## src/rtl/bus_pkg.sv

```systemverilog
// Shared types and constants for the two-master data-bus arbiter.
package bus_pkg;

  localparam int unsigned BUS_DATA_W = 32;
  localparam int unsigned BUS_ADDR_W = 32;
  localparam int unsigned BUS_MASK_W = BUS_DATA_W / 8;

  typedef struct packed {
    logic [BUS_ADDR_W-1:0] addr;
    logic                  write;
    logic [BUS_DATA_W-1:0] wdata;
    logic [BUS_MASK_W-1:0] wmask;
  } bus_req_t;

  typedef enum logic {ARB_IDLE, ARB_BUSY} arb_state_t;

  // Returns the master index (0/1) to grant; only meaningful when v0 or v1 is set.
  function automatic logic pick_winner(input logic v0, input logic v1,
                                       input logic last_grant, input logic fair);
    if (v0 && v1) begin
      return fair ? ~last_grant : 1'b0;
    end
    return v1 & ~v0;
  endfunction

endpackage

```

## src/rtl/bus_req_slot.sv

```systemverilog
// One-deep request holding register for a single master.
module bus_req_slot
  import bus_pkg::*;
(
  input  logic     clock,
  input  logic     reset,
  input  logic     load_i,
  input  bus_req_t req_i,
  input  logic     clear_i,
  output logic     valid_o,
  output bus_req_t req_o
);

  logic     valid_q, valid_d;
  bus_req_t req_q, req_d;

  // A load into a full slot is dropped; a slot cleared this edge accepts a load next cycle.
  always_comb begin
    valid_d = valid_q;
    req_d   = req_q;
    if (clear_i) begin
      valid_d = 1'b0;
    end
    if (load_i && !valid_q) begin
      valid_d = 1'b1;
      req_d   = req_i;
    end
  end

  always_ff @(posedge clock) begin
    if (reset) begin
      valid_q <= 1'b0;
      req_q   <= '0;
    end else begin
      valid_q <= valid_d;
      req_q   <= req_d;
    end
  end

  assign valid_o = valid_q;
  assign req_o   = req_q;

endmodule

```

## src/rtl/bus_arbiter.sv

```systemverilog
// Two-master round-robin (or fixed-priority) arbiter for the data bus, one transaction
// in flight, with a timeout that completes the transaction with an error.
module bus_arbiter
  import bus_pkg::*;
#(
  parameter int unsigned TIMEOUT = 256,
  parameter bit          FAIR    = 1'b1
) (
  input  logic                  clock,
  input  logic                  reset,

  input  logic                  m0_request,
  input  logic [BUS_ADDR_W-1:0] m0_addr,
  input  logic                  m0_write,
  input  logic [BUS_DATA_W-1:0] m0_wdata,
  input  logic [BUS_MASK_W-1:0] m0_wmask,
  output logic [BUS_DATA_W-1:0] m0_rdata,
  output logic                  m0_ack,
  output logic                  m0_error,

  input  logic                  m1_request,
  input  logic [BUS_ADDR_W-1:0] m1_addr,
  input  logic                  m1_write,
  input  logic [BUS_DATA_W-1:0] m1_wdata,
  input  logic [BUS_MASK_W-1:0] m1_wmask,
  output logic [BUS_DATA_W-1:0] m1_rdata,
  output logic                  m1_ack,
  output logic                  m1_error,

  output logic                  bus_request,
  output logic [BUS_ADDR_W-1:0] bus_addr,
  output logic                  bus_write,
  output logic [BUS_DATA_W-1:0] bus_wdata,
  output logic [BUS_MASK_W-1:0] bus_wmask,
  input  logic                  bus_ack,
  input  logic [BUS_DATA_W-1:0] bus_rdata
);

  localparam logic [15:0] TimeoutLast = 16'(TIMEOUT - 1);

  bus_req_t req0, req1, slot0, slot1;
  logic     valid0, valid1, clear0, clear1, winner;

  assign req0 = '{addr: m0_addr, write: m0_write, wdata: m0_wdata, wmask: m0_wmask};
  assign req1 = '{addr: m1_addr, write: m1_write, wdata: m1_wdata, wmask: m1_wmask};

  bus_req_slot u_slot0 (
    .clock   (clock),
    .reset   (reset),
    .load_i  (m0_request),
    .req_i   (req0),
    .clear_i (clear0),
    .valid_o (valid0),
    .req_o   (slot0)
  );

  bus_req_slot u_slot1 (
    .clock   (clock),
    .reset   (reset),
    .load_i  (m1_request),
    .req_i   (req1),
    .clear_i (clear1),
    .valid_o (valid1),
    .req_o   (slot1)
  );

  arb_state_t            state_q, state_d;
  logic                  last_grant_q, last_grant_d;
  logic [15:0]           timer_q, timer_d;
  bus_req_t              bus_q, bus_d;
  logic                  bus_request_q, bus_request_d;
  logic [1:0]            ack_q, ack_d;
  logic [1:0]            err_q, err_d;
  logic [BUS_DATA_W-1:0] rdata_q, rdata_d;

  assign winner = pick_winner(valid0, valid1, last_grant_q, FAIR);

  always_comb begin
    state_d       = state_q;
    last_grant_d  = last_grant_q;
    timer_d       = timer_q;
    bus_d         = bus_q;
    bus_request_d = 1'b0;
    ack_d         = 2'b00;
    err_d         = 2'b00;
    rdata_d       = '0;
    clear0        = 1'b0;
    clear1        = 1'b0;

    unique case (state_q)
      ARB_IDLE: begin
        // bus_ack seen here is late or spurious and is dropped.
        if (valid0 || valid1) begin
          bus_request_d = 1'b1;
          bus_d         = winner ? slot1 : slot0;
          last_grant_d  = winner;
          timer_d       = '0;
          state_d       = ARB_BUSY;
        end
      end
      ARB_BUSY: begin
        // The wait is counted from the cycle after the bus_request pulse.
        if (!bus_request_q) begin
          timer_d = timer_q + 16'd1;
        end
        if (bus_ack || timer_q == TimeoutLast) begin
          ack_d[last_grant_q] = 1'b1;
          err_d[last_grant_q] = ~bus_ack;
          rdata_d             = bus_ack ? bus_rdata : '0;
          clear0              = ~last_grant_q;
          clear1              = last_grant_q;
          state_d             = ARB_IDLE;
        end
      end
      default: state_d = ARB_IDLE;
    endcase
  end

  always_ff @(posedge clock) begin
    if (reset) begin
      state_q       <= ARB_IDLE;
      last_grant_q  <= 1'b1;
      timer_q       <= '0;
      bus_q         <= '0;
      bus_request_q <= 1'b0;
      ack_q         <= 2'b00;
      err_q         <= 2'b00;
      rdata_q       <= '0;
    end else begin
      state_q       <= state_d;
      last_grant_q  <= last_grant_d;
      timer_q       <= timer_d;
      bus_q         <= bus_d;
      bus_request_q <= bus_request_d;
      ack_q         <= ack_d;
      err_q         <= err_d;
      rdata_q       <= rdata_d;
    end
  end

  assign bus_request = bus_request_q;
  assign bus_addr    = bus_q.addr;
  assign bus_write   = bus_q.write;
  assign bus_wdata   = bus_q.wdata;
  assign bus_wmask   = bus_q.wmask;

  assign m0_ack   = ack_q[0];
  assign m1_ack   = ack_q[1];
  assign m0_error = err_q[0];
  assign m1_error = err_q[1];
  assign m0_rdata = ack_q[0] ? rdata_q : '0;
  assign m1_rdata = ack_q[1] ? rdata_q : '0;

endmodule

```

## config.mk

```make
export PLATFORM = sky130hd
export DESIGN_NAME = bus_arbiter
export DESIGN_NICKNAME = d
export VERILOG_FILES = /design/src/rtl/bus_pkg.sv /design/src/rtl/bus_req_slot.sv /design/src/rtl/bus_arbiter.sv
export SDC_FILE = /design/constraint.sdc
export NUM_CORES = 1
export LEC_CHECK = 0
export BUFFER_PORTS_ARGS = -buffer_cell sky130_fd_sc_hd__buf_4
export CAP_MARGIN = 20
export CORE_MARGIN = 10
export CORE_UTILIZATION = 40
export CTS_BUF_LIST = sky130_fd_sc_hd__clkbuf_4 sky130_fd_sc_hd__clkbuf_8
export DETAILED_ROUTE_END_ITERATION = 8
export PLACE_DENSITY = 0.67
export SYNTH_ARGS = -nofsm -noshare
export SYNTH_HDL_FRONTEND = slang
export SYNTH_SLANG_ARGS = --single-unit
```

## constraint.sdc

```tcl
create_clock -name clock -period 1.6 [get_ports clock]
set_input_delay 0.32 -clock clock [delete_from_list [all_inputs] [get_ports clock]]
set_output_delay 0.32 -clock clock [all_outputs]
set_load 0.01 [all_outputs]
```

* Word-level counts from Yosys, hierarchy flattened *
Index checks and enable logic that the tools add are counted.

storage, ports and cells
  input port bits = 175
  output and inout bits = 138
  word-level logic and storage cells = 71
  bits in registers = 264

operators by class
  bitwise operators = 7
  magnitude comparators = 2
  eq/ne operators = 3
  add/sub/neg operators = 1
  reductions and logical operators = 15
  multiplexer cells = 22

operators by type and width
  operator                                                   count
  2-to-1 mux 69 bit                                          1
  2-to-1 mux 32 bit                                          2
  2-to-1 mux 16 bit                                          2
  case mux 16 bit (2 select lines)                           1
  adder 16 x 1 -> 16 bit (second input constant)             1
  == test 16 x 8 -> 1 bit (second input constant)            1
  2-to-1 mux 1 bit                                           14
  inverter 1 bit                                             5
  logical AND 1 bit                                          4
  != test 2 bit (second input constant)                      2
  AND reduction 2 bit                                        2
  nonzero test 2 bit                                         2
  OR reduction 4 bit                                         1
  OR reduction 3 bit                                         1
  AND 2 bit                                                  1
  zero test 1 bit                                            2
  logical OR 1 bit                                           2
  < comparator 1 x 2 -> 1 bit (second input constant)        1
  case mux 1 bit (2 select lines)                            1
  OR reduction 2 bit                                         1
  AND 1 bit                                                  1
  demux 1 bit (select 1 bit)                                 1
  greater-or-equal comparator 1 bit (second input constant)  1

* Logic depth before layout (Yosys ltp) *
Gate-level depths: netlist of the first run.

  word-level depth = 6
  depth in mapped cells = 7
  gate-level depth less buffers = 5

* Cells and area by module *
From an unflattened synthesis of the first run, not the netlist that was laid out.

second synthesis, totals
  cells, all modules = 1207
  area, all modules = 11750.0 µm²

by module, submodules not included
  module        area an instance (µm²)  cells an instance  seq. area each (µm²)  instances
  bus_req_slot  3195.6                  317                1401.3                2
  bus_arbiter   5358.9                  573                2482.4                1

* Worst setup path before layout of the first run *
Ideal clock, no wire load.

  kind = register to register
  start = reg timer_q[10]
  end = reg u_slot0.valid_q (netlist: u_slot0.valid_o)
  setup time = 0.120 ns
  stages on the path, launching flop included = 5
  setup slack = -0.020 ns
  data arrival time = 1.500 ns
  required time = 1.480 ns
  cells stage by stage = dfxtp_1 or4_4 nor4_2 o21ai_2 o31a_1

between the ends
  longest elaborated chain between the ends = 5

RTL lines
  item                          line                text
  start: declaration            bus_arbiter.sv:69   logic [15:0] timer_q, timer_d;
  start signal: assignment      bus_arbiter.sv:132  timer_q <= timer_d;
  == test 16 x 8 -> 1 bit       bus_arbiter.sv:106  if (bus_ack || timer_q == TimeoutLast) begin
  logical OR 1 bit              bus_arbiter.sv:106
  2-to-1 mux 1 bit              bus_arbiter.sv:106
  2-to-1 mux 1 bit              bus_arbiter.sv:90   unique case (state_q)
  nonzero test 2 bit (no line)  n/a
  end signal: assignment        bus_req_slot.sv:35  valid_q <= valid_d;
  end: declaration              bus_req_slot.sv:14  logic valid_q, valid_d;

No other way between the ends.
A chain may end at the register's enable or synchronous reset.

* Worst setup path after layout of the first run *
  start = reg ack_q[1]
  end = out m1_rdata[30]

between the ends
  longest elaborated chain between the ends = 1

RTL lines
  item                      line                text
  start: declaration        bus_arbiter.sv:72   logic [1:0] ack_q, ack_d;
  start signal: assignment  bus_arbiter.sv:135  ack_q <= ack_d;
  2-to-1 mux 32 bit         bus_arbiter.sv:152  assign m1_rdata = ack_q[1] ? rdata_q : '0;
  end: declaration          bus_arbiter.sv:26   output logic [BUS_DATA_W-1:0] m1_rdata,

No other way between the ends.

==> flow_summary.rst, run 1 <==
.. list-table::
   :header-rows: 1

   * - Metric
     - Value
   * - Std-Cell Rows
     - 58
   * - R2R setup slack
     - -0.03 ns
   * - Largest cells by area after synthesis
     - sky130_fd_sc_hd__dfxtp_1 (52%), sky130_fd_sc_hd__nand2_1 (11%), sky130_fd_sc_hd__a21oi_1 (7.3%)
   * - Root cell of the clock tree
     - sky130_fd_sc_hd__clkbuf_8
   * - Antenna viol nets, final
     - 0
   * - Run status
     - finished with violations
   * - Area growth from synthesis to final layout
     - 46.54%
   * - Worst flop-to-flop path endpoint
     - u_slot1.valid_o
   * - Endpoint required time on the critical path
     - 1.28 ns
   * - Prevailing post-synth register cell
     - sky130_fd_sc_hd__dfxtp_1
   * - First-pass iteration count of the detailed router
     - 5
   * - Final #Nets
     - 1716
   * - Average cell area after synthesis
     - 8.587 um^2
   * - YS warnings
     - 0
   * - Final Slew Violations
     - 0
   * - Clock skew
     - 0.02762 ns
   * - Total via count after detailed routing
     - 9377
   * - First-iteration detailed-routing DRC count
     - 425
   * - Via/cell ratio
     - 4.925
   * - Number of sinks driven by the clock tree
     - 264
   * - Number of port buffers
     - 312
   * - Slew headroom
     - 0.6237
   * - Setup crit start kind
     - register
   * - Setup repair after global routing missed its margin
     - yes
   * - Highest clock frequency the design can meet
     - 0.5987 GHz
   * - Seq/Total Area, Yosys
     - 0.5224
   * - Pin count of the biggest net entering global routing
     - 122
   * - Area inside the core boundary
     - 25040 um^2
   * - Critical path peak fanout
     - 17
   * - Total clock buffers created by CTS
     - 44
   * - Arrival time of data at the critical path endpoint
     - 1.35 ns
   * - DRC errors left
     - 0
   * - Clock latency of the later-clocked register in the worst-skew pair
     - 0.53 ns
   * - Final critical-path share of the clock period
     - 1.044
   * - Share of Yosys cell area claimed by the top area cell type
     - 0.5224
   * - Starting density of the core
     - 0.4040
   * - Yosys cell types
     - 47
   * - Total power consumption of the routed design
     - 0.01591 W
   * - FF-to-FF path depth
     - 4
   * - Category of the worst setup path capture point
     - output port
   * - Share of synthesized flip-flops with an asynchronous set or reset
     - 0
   * - HP Start
     - m0_addr[26]
   * - Peak ir drop on the vdd network
     - 0.6291 mV
   * - Worst hold endpoint
     - u_slot0.req_o[63]
   * - Antenna violations before repair
     - 0
   * - Instance count of the mapped netlist
     - 1178
   * - TNS Setup
     - -2.449 ns
   * - Die extent in x
     - 179.0 um
   * - Weighted congestion reported at the end of routability-driven placement
     - 0.8130
   * - Aggregate global routing overflow
     - 0
   * - Global-route wire length before repair
     - 49310 um
   * - Floorplan die area
     - 32050 um^2
   * - Pwr/cell area
     - 1073 nW/um^2
   * - Number of H-tree levels
     - 2
   * - Pin slew with the least headroom to its limit
     - 0.5644 ns
   * - Hold path depth
     - 3
   * - Maximum clock path buffer count
     - 3
   * - Failing checks
     - negative setup slack
   * - Fraction of final layout cells with drive strength greater than 1
     - 0.3069
   * - Min Tclk post-route
     - 1.670 ns
   * - GRT Resource Usage Total
     - 0.1890
   * - Die H
     - 179.0 um
   * - Launch point of the worst reg-to-reg path
     - timer_q[8]
   * - Type of the tightest min-delay check
     - in -> reg
   * - Register bit total from synthesis
     - 264
   * - Final Hold Slack
     - 0.02859 ns
   * - Clock transition at the registers of the reported paths
     - 0.06 ns
   * - Final setup viols
     - 66
   * - Number of antenna repair diodes
     - 0
   * - Routed WL per cell
     - 16.88 um
   * - I/O pin cnt
     - 313
   * - CTS tree
     - built
   * - Cell taking the most area after synthesis
     - sky130_fd_sc_hd__dfxtp_1
   * - Total routed wirelength
     - 32140 um
   * - Hold violation total from the final report
     - 0
   * - Number of synthesized flops with an enable pin
     - 0
   * - Post-route worst setup slack
     - -0.07018 ns
   * - Post-detail-place hpwl
     - 21460 um
   * - Cell Area, Synth
     - 10120 um^2
   * - Static Leak
     - 6.271 nW
   * - Via count of the first global-routing pass
     - 9291
   * - Core utilization of the finished layout
     - 0.5921
   * - Post-synth net total
     - 1354
   * - Max-cap violations
     - 0
   * - Worst Path Class, Setup
     - reg -> out
-- layer usage --
metal	track usage	vias to the layer above	share of wire
li1	-	4677	-
met1	0.2293	4351	0.41
met2	0.3167	304	0.48
met3	0.05434	45	0.090
met4	0.05890	0	0.021
met5	0	-	0
-- power by group --
| part | total, W | switching, W | internal [W] |
|---|---|---|---|
| Clock | 0.00630 | 0.00258 | 0.00372 |
| Sequential | 0.00726 | 0.000250 | 0.00701 |
| Combinational | 0.00235 | 0.00119 | 0.00116 |
| Total | 0.0159 | 0.00403 | 0.0119 |
-- cell families (layout without fill, tap and decap cells) --
group,Yosys count,after routing,share of synthesized area
AO/OA/AOI/OAI,236,236,0.1389
XOR/XNOR,1,1,0.0008660
adder cells (fa/ha/maj),1,1,0.001237
buffers and inverters,97,493,0.04106
flip-flops,264,264,0.5224
multiplexers,73,73,0.07273
AND/OR/NAND/NOR,506,506,0.2228
-- what timing repair did --
action                                  4_1_cts  5_1_grt
endpoints found under the setup margin       69       75
setup buffers                                 1        1
pin swaps                                     4        6
hold buffers                                 56        0
gates resized for setup                      58       20
endpoints found under the hold margin        57        0
cloned                                        1        0
-- cell type report --
cell class	instances	area, um^2
timing repair buffer	408	3580
tap	330	412.9
inverter	5	18.77
sequential	264	5293
fill	2198	10210
multi-input combinational	817	4563
clock buffer	76	908.4
clock inverter	4	48.80
-- sequential cells by signal (all words and copies together), names as in the netlist, 2 cells and up --
register and flops:
err_q 2, ack_q 2, bus_addr 32, bus_wdata 32, u_slot1.req_o 69, timer_q 16, u_slot0.req_o 69, bus_wmask 4
rdata_q 32
-- worst max path at each step --
stage	start	endpoint	depth (start not counted)
floorplan	timer_q[0]	timer_q[12]	5
CTS	ack_q[1]	m1_rdata[14]	3
finish	ack_q[1]	m1_rdata[30]	3
global route	ack_q[1]	m1_rdata[13]	3
detailed placement	timer_q[8]	u_slot0.valid_o	4
global placement	timer_q[8]	u_slot0.valid_o	4
-- through the flow --
stage	cells	area, um^2	setup slack, ns
2_1_floorplan	1178	10120	0.007205
3_3_place_gp	1765	13000	-0.03280
3_5_place_dp	1765	13000	-0.06963
4_1_cts	1903	14740	-0.1144
5_1_grt	1904	14820	-0.1247
6_report	1904	14820	-0.07018
-- worst max-delay path, stage by stage, from the launching register on --
cell	delay, ns
sky130_fd_sc_hd__dfxtp_4	0.38
sky130_fd_sc_hd__buf_12	0.15
sky130_fd_sc_hd__and2_4	0.18
sky130_fd_sc_hd__buf_6	0.10
-- placed cells by master (no fill, tap or decap), drive strengths merged, types with 2 or more instances in the layout --
| master | n |
|---|---|
| buf | 352 |
| nand2 | 287 |
| dfxtp | 264 |
| a21oi | 147 |
| and2 | 97 |
| nor2 | 85 |
| clkbuf | 76 |
| a211oi | 70 |
| mux2i | 69 |
| dlygate4sd3 | 56 |
| inv | 6 |
| nand4 | 5 |
| and3 | 5 |
| o21ai | 5 |
| nand3 | 5 |
| nor3 | 4 |
| mux2 | 4 |
| or3 | 3 |
| nor2b | 3 |
| nor4 | 3 |
| or4 | 2 |
| o31a | 2 |
| and4 | 2 |
| o211ai | 2 |
| a31oi | 2 |
| a311oi | 2 |
| clkinv | 2 |
-- synth_stat cells, drive strengths merged, types with 3 or more instances --
| master | number |
|---|---|
| nor3 | 4 |
| nand4 | 5 |
| and3 | 5 |
| buf | 33 |
| and2 | 97 |
| nor2 | 85 |
| nand2 | 287 |
| a211oi | 70 |
| mux2 | 4 |
| nand3 | 5 |
| nor2b | 3 |
| nor4 | 3 |
| inv | 5 |
| dfxtp | 264 |
| clkbuf | 59 |
| mux2i | 69 |
| a21oi | 147 |
| o21ai | 5 |
| or3 | 3 |
(Power assumes the default switching activity.)
==> run 2, diff against run 1 <==
CELL_PAD_IN_SITES_DETAIL_PLACEMENT = 1   (was not set)
CELL_PAD_IN_SITES_GLOBAL_PLACEMENT = 2   (was not set)
CORE_MARGIN = not set   (was 10)
CORE_UTILIZATION = 27   (was 40)
PLACE_DENSITY = not set   (was 0.67)
PLACE_DENSITY_LB_ADDON = 0.1   (was not set)
==> run 2 against run 1 <==
Non-clock buffer count rose by 127. Global-route usage shrank 0.63 points. Cell count is 14% higher. Sequential power is essentially flat. Critical path type unchanged. Clock power grew 8.6%. Combinational power increased by 17%. Via count increased by 6.0%. Die area grew 19%. Critical path depth stayed put. The flow still finishes with violations (negative setup slack). Highest routed layer unchanged. Core utilization fell by 14 points. Flip-flop and latch count is the same. First-iteration DRC count fell by 24%.
==> flow_summary.rst, run 2 (synthesized netlist as in run 1, its figures left out) <==
.. list-table::
   :header-rows: 1

   * - Metric
     - Value
   * - Area growth from synthesis to final layout
     - 62.58%
   * - Pwr/cell area
     - 1025 nW/um^2 (-4.5%)
   * - Via count of the first global-routing pass
     - 10200 (+9.7%)
   * - Slowest stage cell, crit path
     - sky130_fd_sc_hd__dfxtp_4
   * - Total power consumption of the routed design
     - 0.01686 W (+5.9%)
   * - Critical path peak fanout
     - 16 (-1)
   * - Launch point of the worst reg-to-reg path
     - timer_q[10]
   * - Post-route worst setup slack
     - -0.1074 ns (-0.03717 ns)
   * - Number of sinks driven by the clock tree
     - 264 (unchanged)
   * - Antenna viol nets, final
     - 0 (unchanged)
   * - GRT Resource Usage Total
     - 0.1827 (-0.006295)
   * - Total via count after detailed routing
     - 9942 (+6.0%)
   * - Arrival time of data at the critical path endpoint
     - 1.39 ns (+0.04 ns)
   * - Most frequent cells in the layout
     - sky130_fd_sc_hd__buf_4 (307), sky130_fd_sc_hd__nand2_1 (285), sky130_fd_sc_hd__dfxtp_1 (251), sky130_fd_sc_hd__dlygate4sd3_1 (172), sky130_fd_sc_hd__a21oi_1 (146)
   * - Pin count of the biggest net entering global routing
     - 104 (-15%)
   * - Type of the tightest min-delay check
     - in -> reg
   * - R2R setup slack
     - -0.04 ns (about the same)
   * - Clock transition at the registers of the reported paths
     - 0.06 ns (about the same)
   * - Weighted congestion reported at the end of routability-driven placement
     - 0.7201 (-11%)
   * - Hold path depth
     - 4 (+1)
   * - Worst flop-to-flop path endpoint
     - u_slot0.valid_o
   * - Number of standard cells in the final layout excluding fillers
     - 2179 (+14%)
   * - Hold violation total from the final report
     - 0 (unchanged)
   * - Failing checks
     - negative setup slack
   * - Global-route wire length before repair
     - 55430 um (+12%)
   * - Worst Path Class, Setup
     - reg -> out
   * - Setup repair after global routing missed its margin
     - yes
   * - Final critical-path share of the clock period
     - 1.067 (+0.02323)
   * - Starting density of the core
     - 0.2757 (-0.1284)
   * - Routed WL per cell
     - 16.81 um (-0.43%)
   * - Total clock buffers created by CTS
     - 50 (+14%)
   * - Via/cell ratio
     - 4.563 (-7.4%)
   * - Run status
     - finished with violations
   * - Post-detail-place hpwl
     - 22000 um (+2.5%)
   * - Antenna violations before repair
     - 0 (unchanged)
   * - Highest clock frequency the design can meet
     - 0.5857 GHz (-2.2%)
   * - Die H
     - 195.6 um (+9.2%)
   * - Std-Cell Rows
     - 70 (+21%)
   * - Total routed wirelength
     - 36620 um (+14%)
   * - Number of H-tree levels
     - 2 (unchanged)
   * - Worst hold endpoint
     - u_slot1.valid_o
   * - First-iteration detailed-routing DRC count
     - 325 (-24%)
   * - Final Slew Violations
     - 0 (unchanged)
   * - Biggest cell delay along the critical path
     - 0.38 ns (about the same)
   * - DRC errors left
     - 0 (unchanged)
   * - First-pass iteration count of the detailed router
     - 4 (-1)
   * - CTS tree
     - built
   * - Maximum clock path buffer count
     - 3 (unchanged)
   * - Final setup viols
     - 66 (unchanged)
   * - Static Leak
     - 6.900 nW (+10%)
   * - Setup crit start kind
     - register
   * - HP Start
     - m1_request
   * - Aggregate global routing overflow
     - 0 (unchanged)
   * - Fraction of final layout cells with drive strength greater than 1
     - 0.3027 (-0.004115)
   * - I/O pin cnt
     - 313 (unchanged)
   * - Number of antenna repair diodes
     - 0 (unchanged)
   * - Category of the worst setup path capture point
     - output port
   * - Slew headroom
     - 0.6440 (+0.02028)
   * - Total instance count after detailed placement
     - 1908 (+8.1%)
   * - Max-cap violations
     - 0 (unchanged)
   * - Area inside the core boundary
     - 36700 um^2 (+47%)
   * - Peak ir drop on the vdd network
     - 0.5279 mV (-16%)
   * - Final #Nets
     - 1849 (+7.8%)
   * - Most common cell after layout, fill and taps aside
     - sky130_fd_sc_hd__buf_4
   * - FF-to-FF path depth
     - 4 (unchanged)
   * - Endpoint required time on the critical path
     - 1.28 ns (about the same)
   * - Number of port buffers
     - 312 (unchanged)
   * - Root cell of the clock tree
     - sky130_fd_sc_hd__clkbuf_8
   * - Die extent in x
     - 195.6 um (+9.2%)
   * - Pin slew with the least headroom to its limit
     - 0.5340 ns (-0.03042 ns)
   * - Clock skew
     - 0.02687 ns (-0.0007516 ns)
   * - Min Tclk post-route
     - 1.707 ns (+0.03717 ns)
   * - Floorplan die area
     - 38240 um^2 (+19%)
   * - Clock latency of the later-clocked register in the worst-skew pair
     - 0.60 ns (+0.07 ns)
   * - Worst-path cell chain
     - buf_16 > and2_1 > buf_4
run 2: changes by cell type in the layout (fill, tap and decap cells not counted), moves of 4 or more:
cell | before | now
sky130_fd_sc_hd__and2_1 | 72 | 68
sky130_fd_sc_hd__buf_6 | 35 | 30
sky130_fd_sc_hd__buf_4 | 298 | 307
sky130_fd_sc_hd__clkbuf_8 | 54 | 58
sky130_fd_sc_hd__clkbuf_4 | 22 | 29
sky130_fd_sc_hd__dfxtp_2 | 3 | 11
sky130_fd_sc_hd__dfxtp_1 | 260 | 251
sky130_fd_sc_hd__and2_4 | 25 | 29
sky130_fd_sc_hd__dlygate4sd3_1 | 56 | 172
run 2: worst max-delay path, delay by kind of cell, from the launching register on:
family,cells,cell delay [ns]
and+or+nand+nor,1,0.14
DFF,1,0.38
buffers and inverters,2,0.30
run 2: report_power, final:
part | switching [W] | internal (W) | total [W] | leakage [nW]
registers | 0.000248 | 0.00701 | 0.00726 | 2.17
clock network | 0.00290 | 0.00395 | 0.00684 | 0.555
logic | 0.00133 | 0.00142 | 0.00275 | 4.17
run 2: routing by layer:
layer	track usage	up-vias	routed length, um
met2	0.3257	203	18440
met3	0.04491	51	1800
met5	0	-	0
met4	0.05687	0	647
li1	-	4934	-
met1	0.2139	4754	15730
run 2: layout make-up:
class                           instances  area (um^2)
Sequential cell                       264         5306
Clock buffer                           87         1016
Clock inverter                          3        20.02
Inverter                                5        18.77
Timing Repair Buffer                  535         4915
Fill cell                            4272        20250
Tap cell                              468        585.6
Multi-Input combinational cell        817         4586
run 2: per-stage QoR:
| stage | instance area (um^2) | TNS (ns) | worst slack (ns) | utilization | hold WS (ns) |
|---|---|---|---|---|---|
| 2_1_floorplan | 10120 | 0 | 0.007205 | - | 0.3987 |
| 3_5_place_dp | 13260 | -0.1754 | -0.07803 | 0.3614 | 0.4461 |
| 3_3_place_gp | 13260 | -0.1517 | -0.05682 | 0.3614 | 0.4416 |
| 5_1_grt | 16450 | -11.31 | -0.2009 | 0.4482 | 0.1074 |
| 4_1_cts | 16240 | -9.467 | -0.1665 | 0.4424 | 0.06478 |
| 6_report | 16450 | -5.726 | -0.1074 | 0.4482 | 0.1188 |
run 2: worst max-delay path by stage:
stage / start / end / slack, ns
floorplan: timer_q[0] / timer_q[12] / 0.007
global placement: timer_q[8] / u_slot0.valid_o / -0.06
detailed placement: timer_q[8] / u_slot1.valid_o / -0.08
CTS: ack_q[0] / m0_rdata[15] / -0.17
global route: ack_q[0] / m0_rdata[4] / -0.20
finish: ack_q[1] / m1_rdata[6] / -0.11
run 2: what timing repair did:
item | in CTS | in global routing
endpoints found under the setup margin | 74 | 125
hold buffers | 172 | 0
gates resized for setup | 50 | 41
pin swaps | 4 | 9
gates cloned | 1 | 3
hold endpoints to repair | 176 | 0
setup buffers | 3 | 2
==> run 3, diff against run 2 <==
RECOVER_POWER = 100   (was not set)
==> run 3 against run 2 <==
The run still ends with negative setup slack left. Core utilization decreased by 1.1 points. Non-clock buffer count unchanged. Global-route usage unchanged. Die area unchanged. Sequential power about the same. Wire length about the same. Register-to-register slack about the same. Hold slack about the same. Combinational power decreased by 7.6%. Clock skew decreased by 0.0012 ns. Cell count unchanged. Critical endpoint unchanged.
==> flow_summary.rst, run 3 (synthesized netlist as in run 1, its figures left out) <==
.. list-table::
   :header-rows: 1

   * - Metric
     - Value
   * - Run status
     - finished with violations
   * - Failing checks
     - negative setup slack
   * - CTS tree
     - built
   * - Critical path peak fanout
     - 16 (unchanged)
   * - Total clock buffers created by CTS
     - 50 (unchanged)
   * - Pin slew with the least headroom to its limit
     - 0.8528 ns (+0.3188 ns)
   * - Final #Nets
     - 1849 (unchanged)
   * - Post-detail-place hpwl
     - 22000 um (unchanged)
   * - Peak ir drop on the vdd network
     - 0.5277 mV (about the same)
   * - Total routed wirelength
     - 36650 um (about the same)
   * - Clock skew
     - 0.02565 ns (-0.001224 ns)
   * - Die H
     - 195.6 um (unchanged)
   * - Final Hold Slack
     - 0.1191 ns (+0.0002690 ns)
   * - Starting density of the core
     - 0.2757 (unchanged)
   * - Routed WL per cell
     - 16.82 um (about the same)
   * - Category of the worst setup path capture point
     - output port
   * - Share of power burned in registers
     - 0.436 (+0.005)
   * - Most common cell after layout, fill and taps aside
     - sky130_fd_sc_hd__nand2_1
   * - Area growth from synthesis to final layout
     - 58.54%
   * - Fraction of final layout cells with drive strength greater than 1
     - 0.2577 (-0.04500)
   * - Min Tclk post-route
     - 1.707 ns (-0.0007710 ns)
   * - Biggest cell delay along the critical path
     - 0.38 ns (about the same)
   * - Die extent in x
     - 195.6 um (unchanged)
   * - Launch point of the worst reg-to-reg path
     - timer_q[10]
   * - Endpoint required time on the critical path
     - 1.28 ns (about the same)
   * - Via/cell ratio
     - 4.553 (-0.21%)
   * - Start point of the critical path
     - ack_q[1]
   * - Worst-path cell chain
     - buf_16 > and2_1 > buf_4
   * - Std-Cell Rows
     - 70 (unchanged)
   * - Pwr/cell area
     - 1037 nW/um^2 (+1.2%)
   * - Slowest stage cell, crit path
     - sky130_fd_sc_hd__dfxtp_4
   * - Setup repair after global routing missed its margin
     - yes
   * - Type of the tightest min-delay check
     - in -> reg
   * - DRC errors left
     - 0 (unchanged)
   * - Clock transition at the registers of the reported paths
     - 0.06 ns (about the same)
   * - Share of total power in combinational logic
     - 0.153 (-0.010)
   * - Switching power as a share of total power
     - 0.2676 (+0.002237)
   * - Hold violation total from the final report
     - 0 (unchanged)
   * - Via count of the first global-routing pass
     - 10200 (unchanged)
   * - Area inside the core boundary
     - 36700 um^2 (unchanged)
   * - Maximum clock path buffer count
     - 3 (unchanged)
   * - Global-route wire length before repair
     - 55430 um (unchanged)
   * - Slew headroom
     - 0.4314 (-0.2125)
   * - First-iteration detailed-routing DRC count
     - 286 (-12%)
   * - Antenna violations before repair
     - 0 (unchanged)
   * - Total via count after detailed routing
     - 9921 (-0.21%)
   * - Internal portion of total power
     - 0.01218 W (-1.6%)
   * - Clock latency of the later-clocked register in the worst-skew pair
     - 0.59 ns (about the same)
   * - Root cell of the clock tree
     - sky130_fd_sc_hd__clkbuf_8
   * - Global routing met1 resource utilization
     - 0.2139 (unchanged)
   * - Clock power share
     - 0.411 (+0.005)
   * - Highest clock frequency the design can meet
     - 0.5860 GHz (about the same)
   * - Core utilization of the finished layout
     - 0.4370 (-0.01115)
   * - Final critical-path share of the clock period
     - 1.067 (about the same)
   * - Number of sinks driven by the clock tree
     - 264 (unchanged)
   * - Finished layout cell area
     - 16040 um^2 (-2.5%)
   * - Number of H-tree levels
     - 2 (unchanged)
   * - Number of antenna repair diodes
     - 0 (unchanged)
   * - Arrival time of data at the critical path endpoint
     - 1.39 ns (about the same)
   * - Net Switching
     - 0.004451 W (-0.48%)
   * - Number of standard cells in the final layout excluding fillers
     - 2179 (unchanged)
   * - Total power consumption of the routed design
     - 0.01663 W (-1.3%)
   * - HP Start
     - m1_request
   * - Setup crit start kind
     - register
   * - Post-detailed-placement cell area
     - 13260 um^2 (unchanged)
   * - Met2 demand-to-capacity share in global routing
     - 0.3257 (unchanged)
   * - Global-route track usage on met3
     - 0.04491 (unchanged)
   * - I/O pin cnt
     - 313 (unchanged)
   * - Total instance count after detailed placement
     - 1908 (unchanged)
   * - First-pass iteration count of the detailed router
     - 4 (unchanged)
   * - Floorplan die area
     - 38240 um^2 (unchanged)
   * - Count of filler cells inserted in the layout
     - 4309 (+0.87%)
   * - Static Leak
     - 6.540 nW (-5.2%)
   * - Max-cap violations
     - 0 (unchanged)
   * - Number of port buffers
     - 312 (unchanged)
   * - Aggregate global routing overflow
     - 0 (unchanged)
   * - Final Slew Violations
     - 0 (unchanged)
   * - Worst Path Class, Setup
     - reg -> out
   * - Weighted congestion reported at the end of routability-driven placement
     - 0.7201 (unchanged)
   * - Final setup viols
     - 66 (unchanged)
   * - GR peak layer
     - met2
   * - GRT Resource Usage Total
     - 0.1827 (unchanged)
   * - Post-route worst setup slack
     - -0.1066 ns (+0.0007710 ns)
   * - Pin count of the biggest net entering global routing
     - 104 (unchanged)
   * - Most frequent cells in the layout
     - sky130_fd_sc_hd__nand2_1 (285), sky130_fd_sc_hd__dfxtp_1 (252), sky130_fd_sc_hd__buf_4 (231), sky130_fd_sc_hd__dlygate4sd3_1 (172), sky130_fd_sc_hd__a21oi_1 (146)
   * - Antenna viol nets, final
     - 0 (unchanged)
## run 3: path summary, 6_finish.rpt
kind,endpoint,slack (ns),cells after the start
hold reg to reg,u_slot1.req_o[15],0.45,2
hold / removal,u_slot1.valid_o,0.12,4
setup / recovery,m1_rdata[6],-0.11,3
setup reg to reg,u_slot1.valid_o,-0.05,4
## run 3: routing by layer
layer | part of all wire | up-vias | routed length (um)
met5 | 0 | - | 0
met4 | 0.018 | 0 | 643
met3 | 0.049 | 51 | 1811
met2 | 0.50 | 202 | 18430
met1 | 0.43 | 4736 | 15770
li1 | - | 4932 | -
## run 3: power by group through the flow
stage / registers, W / clock network (W) / logic [W]
6_report: 0.00725 / 0.00684 / 0.00254
3_5_place_dp: 0.00739 / 0 / 0.00234
4_1_cts: 0.00726 / 0.00709 / 0.00271
2_1_floorplan: 0.00742 / 0 / 0.00105
3_3_place_gp: 0.00738 / 0 / 0.00231
5_1_grt: 0.00730 / 0.00739 / 0.00280
## run 3: cell type report
cell class	instances	area (um^2)	share of cell area
Tap cell	468	585.6	0.03651
Clock buffer	87	1016	0.06335
Timing Repair Buffer	535	4531	0.2825
Inverter	5	18.77	0.001170
Multi-Input combinational cell	817	4562	0.2844
Sequential cell	264	5305	0.3308
Clock inverter	3	20.02	0.001248
## run 3: metrics by stage
step           setup WS (ns)  setup TNS (ns)
6_report             -0.1066          -5.780
5_1_grt              -0.2009          -15.08
4_1_cts              -0.1665          -9.467
3_5_place_dp        -0.07803         -0.1754
3_3_place_gp        -0.05682         -0.1517
2_1_floorplan       0.007205               0
## run 3: critical path: cells and delay by family (launching register included)
kind          cells  cell delay [ns]
flops             1             0.38
buf+inv           2             0.30
simple gates      1             0.14
## run 3: what timing repair did
| item | in CTS | in global routing |
|---|---|---|
| buffers inserted | 3 | 2 |
| endpoints found under the hold margin | 176 | 0 |
| setup endpoints to repair | 74 | 125 |
| hold buffers | 172 | 0 |
| gates cloned | 1 | 3 |
| resized for setup | 50 | 41 |
| pin swaps | 4 | 9 |
